==> src/rtl/lfsr13.sv <==
`default_nettype none
// ============================================================================
//  Module   : lfsr13
//  Purpose  : Seeded 13-bit maximal-length Fibonacci LFSR (x^13+x^4+x^3+x+1)
//             with an eight-entry seed table and a one-cycle period-wrap flag.
//  Revision : 1.0 - initial release
// ============================================================================
module lfsr13 (
    input  logic        clk,
    input  logic        rst,
    input  logic [2:0]  seed_no,
    output logic [12:0] lfsr,
    output logic        lfsr_done
);

    localparam logic [12:0] c_SEED_0 = 13'h0001;
    localparam logic [12:0] c_SEED_1 = 13'h1ACE;
    localparam logic [12:0] c_SEED_2 = 13'h0B5D;
    localparam logic [12:0] c_SEED_3 = 13'h1234;
    localparam logic [12:0] c_SEED_4 = 13'h0F0F;
    localparam logic [12:0] c_SEED_5 = 13'h1555;
    localparam logic [12:0] c_SEED_6 = 13'h0AAA;
    localparam logic [12:0] c_SEED_7 = 13'h1FFF;

    logic [12:0] r_lfsr;
    logic [12:0] r_seed;
    logic        r_done;

    logic [12:0] w_seed;
    logic        w_fb;
    logic [12:0] w_next;
    logic        w_lockup;

    always_comb begin
        w_seed = c_SEED_0;
        case (seed_no)
            3'd0:    w_seed = c_SEED_0;
            3'd1:    w_seed = c_SEED_1;
            3'd2:    w_seed = c_SEED_2;
            3'd3:    w_seed = c_SEED_3;
            3'd4:    w_seed = c_SEED_4;
            3'd5:    w_seed = c_SEED_5;
            3'd6:    w_seed = c_SEED_6;
            default: w_seed = c_SEED_7;
        endcase
    end

    assign w_fb     = r_lfsr[12] ^ r_lfsr[3] ^ r_lfsr[2] ^ r_lfsr[0];
    assign w_lockup = (r_lfsr == 13'd0);
    // An all-zero state would stick forever; recover by reloading the seed.
    assign w_next   = w_lockup ? r_seed : {r_lfsr[11:0], w_fb};

    always_ff @(posedge clk) begin
        if (rst) begin
            r_lfsr <= w_seed;
            r_seed <= w_seed;
            r_done <= 1'b0;
        end else begin
            r_lfsr <= w_next;
            r_done <= !w_lockup && (w_next == r_seed);
        end
    end

    assign lfsr      = r_lfsr;
    assign lfsr_done = r_done;

endmodule
`default_nettype wire

==> config.mk <==
export PLATFORM = sky130hd
export DESIGN_NAME = lfsr13
export DESIGN_NICKNAME = d
export VERILOG_FILES = /design/src/rtl/lfsr13.sv
export SDC_FILE = /design/constraint.sdc
export NUM_CORES = 1
export LEC_CHECK = 0
export ABC_AREA = 1
export BUFFER_PORTS_ARGS = -buffer_cell sky130_fd_sc_hd__buf_2
export CAP_MARGIN = 40
export CELL_PAD_IN_SITES_DETAIL_PLACEMENT = 0
export CELL_PAD_IN_SITES_GLOBAL_PLACEMENT = 1
export CORE_UTILIZATION = 30
export CTS_CLUSTER_DIAMETER = 60
export DETAILED_ROUTE_END_ITERATION = 8
export HOLD_SLACK_MARGIN = 0.1
export PLACE_DENSITY = 0.62
export REMOVE_ABC_BUFFERS = 1
export SKIP_CTS_REPAIR_TIMING = 1
export SYNTH_ARGS = -nofsm -noshare
export SYNTH_HDL_FRONTEND = slang
export SYNTH_SLANG_ARGS = --single-unit
==> constraint.sdc <==
create_clock -name clk -period 3.99 [get_ports clk]
set_input_delay 0.798 -clock clk [delete_from_list [all_inputs] [get_ports clk]]
set_output_delay 0.798 -clock clk [all_outputs]
set_load 0.05 [all_outputs]
==> flow_summary.yaml <==
sta:
  rsz0062_at_grt: "no"
  worst-slew-pin-transition_ps: 678
  slew_headroom: 0.548
  slew_viol_final: 0
  timing.fmax_mhz: 526
  post-route-period-util: 0.476
  clock_skew_ps: 6.10
  period_needed_ps: 1900
  fin_tns_setup_ps: 0
  setup_viol: 0
  hold_viol: 0
global_routing:
  grt_max_degree: 39
  grt_overflow: 0
  first_global_vias: 1144
  grtUsageTotal: 0.141
  antenna_found_initial: 0
  grt_first_pass_wirelength_um: 5430
worst_setup_path:
  reg2reg_to: "lfsr[12]$_DFF_P_"
  ff2ff_path_depth: 6
  worstSetupPathType: "register to output port"
  max_stage_delay_ps: 500
  r2r_start: "lfsr[2]$_DFF_P_"
  cp-end-kind: "output port"
  critPathSlowestCell: "dfxtp_1"
  crit_buf_inv: 1
  ff2ff_setup_slack_ps: 2370
  worstPathMaxFanout: 7
  cp.required_ps: 3190
  critPathArrivalTime_ps: 1100
  start_kind: "register"
  crit_chain: "buf_2"
  cp_top_family: "flip-flops"
min_path:
  hold_end: "lfsr[8]$_DFF_P_"
  hold_path_class: "register to register"
  holdPathStages: 2
  worstHoldStart: "lfsr[7]$_DFF_P_"
yosys:
  synth_area_sq_um: 1360
  synthCells: 180
  yosysWarnings: 0
  ys_seq_area_frac: 0.470
  netlist_top_cells_area: "edfxtp_1 (26%), dfxtp_1 (21%), nand2_1 (11%)"
  ys_seq_elements: 26
  synth.avg_cell_area_sq_um: 7.57
  synth_cell_type_count: 23
  synth_top_area_cell: "edfxtp_1"
  yosysTopAreaCellShare: 0.264
power_and_ir_drop:
  peakVddDrop_mv: 0.129
  total_power_w: 0.000707
  power.density_nw_per_um2: 458
  p_leak_nw: 0.721
layout:
  final_common_cell: "nand2_1"
  drive_gt1_frac: 0.163
  fin_util: 0.354
  nNetsFinal: 202
  n_antenna_cell: 0
  layout.cells.most_common_list: "nand2_1 (40), inv_1 (22), nor2_1 (21), buf_2 (18), dfxtp_1 (14)"
  area_growth_pct: 13.1
route:
  ant_nets: 0
  drt_iter0_drc: 76
  vias_per_cell: 4.75
  drc: 0
  firstDrtPassIters: 4
  vias: 1178
  wl_per_cell_um: 13.0
  wl_um: 3230
clocking:
  cts_tree: "yes"
  cts_buffers: 3
  cts_max_path_buffers: 2
  cts.sinks: 26
  path_clk_slew_ps: 90
  htreeDepth: 1
  insertion_delay_ps: 270
  root_buffer: "clkbuf_8"
floorplanning:
  initial_core_util: 0.313
  core_sq_um: 4350
  fp.dieH_um: 69.4
  die-area_sq_um: 4820
  num_rows: 24
  die_w_um: 69.4
  ioPinCount: 19
place:
  place_congestion: 0.809
  hpwl_um: 2490
  portBuffers: 18
status:
  status: "completed"
run:
  drv_cap: 0
==> flip-flops by register name, indices dropped and copies added, names as in the netlist <==
signal,cells
lfsr_done,1
r_seed,12
lfsr,13
==> where the power goes <==
group	internal (W)	total [W]	switching [W]
Sequential	0.000309	0.000344	0.0000346
Clock	0.0000882	0.000173	0.0000852
Combinational	0.0000559	0.000189	0.000133
Total	0.000453	0.000707	0.000253
==> metal layers <==
metal,up-vias,global-route usage,share of wire
li1,610,-,-
met5,-,0,0
met2,16,0.246,0.48
met4,0,0.0499,0.015
met3,6,0.0203,0.021
met1,546,0.176,0.48
==> kinds of logic (layout without fill, tap and decap cells) <==
group	count (synthesis)	after routing	share of synthesized area
and+or+nand+nor	85	85	0.281
AOI/OAI and AO/OA	35	35	0.134
buffers and inverters	30	46	0.0891
DFF	26	26	0.470
xor gates and xnor gates	4	4	0.0257
==> per-stage QoR <==
stage          setup WS (ps)  instance area [sq um]  std cells  hold slack (ps)
5_1_grt                 2040                   1540        248              624
3_3_place_gp            2110                   1490        244              556
6_report                2090                   1540        248              570
2_1_floorplan           2420                   1330        174              513
4_1_cts                 2070                   1540        248              581
3_5_place_dp            2110                   1490        244              563
==> cell type report <==
type / count / area [sq um]
fillers: 477 / 2810
multi-input cells: 124 / 601
inverters: 24 / 90.1
flip-flops and latches: 26 / 641
well taps: 52 / 65.1
clock buffers: 4 / 55.1
repair buffers: 18 / 90.1
==> worst max path at each step <==
stage / start / endpoint / slack [ps] / cells after the start
5_1_grt: lfsr[2]$_DFF_P_ / lfsr[2] / 2040 / 1
4_1_cts: lfsr[2]$_DFF_P_ / lfsr[2] / 2070 / 1
3_5_place_dp: rst / lfsr_done$_SDFF_PP0_ / 2110 / 8
3_3_place_gp: rst / lfsr_done$_SDFF_PP0_ / 2110 / 8
2_1_floorplan: lfsr[2]$_DFF_P_ / lfsr[3]$_DFF_P_ / 2420 / 7
6_report: lfsr[3]$_DFF_P_ / lfsr[3] / 2090 / 1
==> synth_stat cells (all sizes together) <==
library cell and instances:
nor2 26, nand4 1, buf 2, or2 2
a211oi 3, edfxtp 12, nand3 11, nor3 1
clkbuf 4, o21ai 20, nand2 41, inv 24
xor2 2, xnor2 2, a21oi 12, nand3b 3
dfxtp 14
Power figures use the tool's default switching activity.
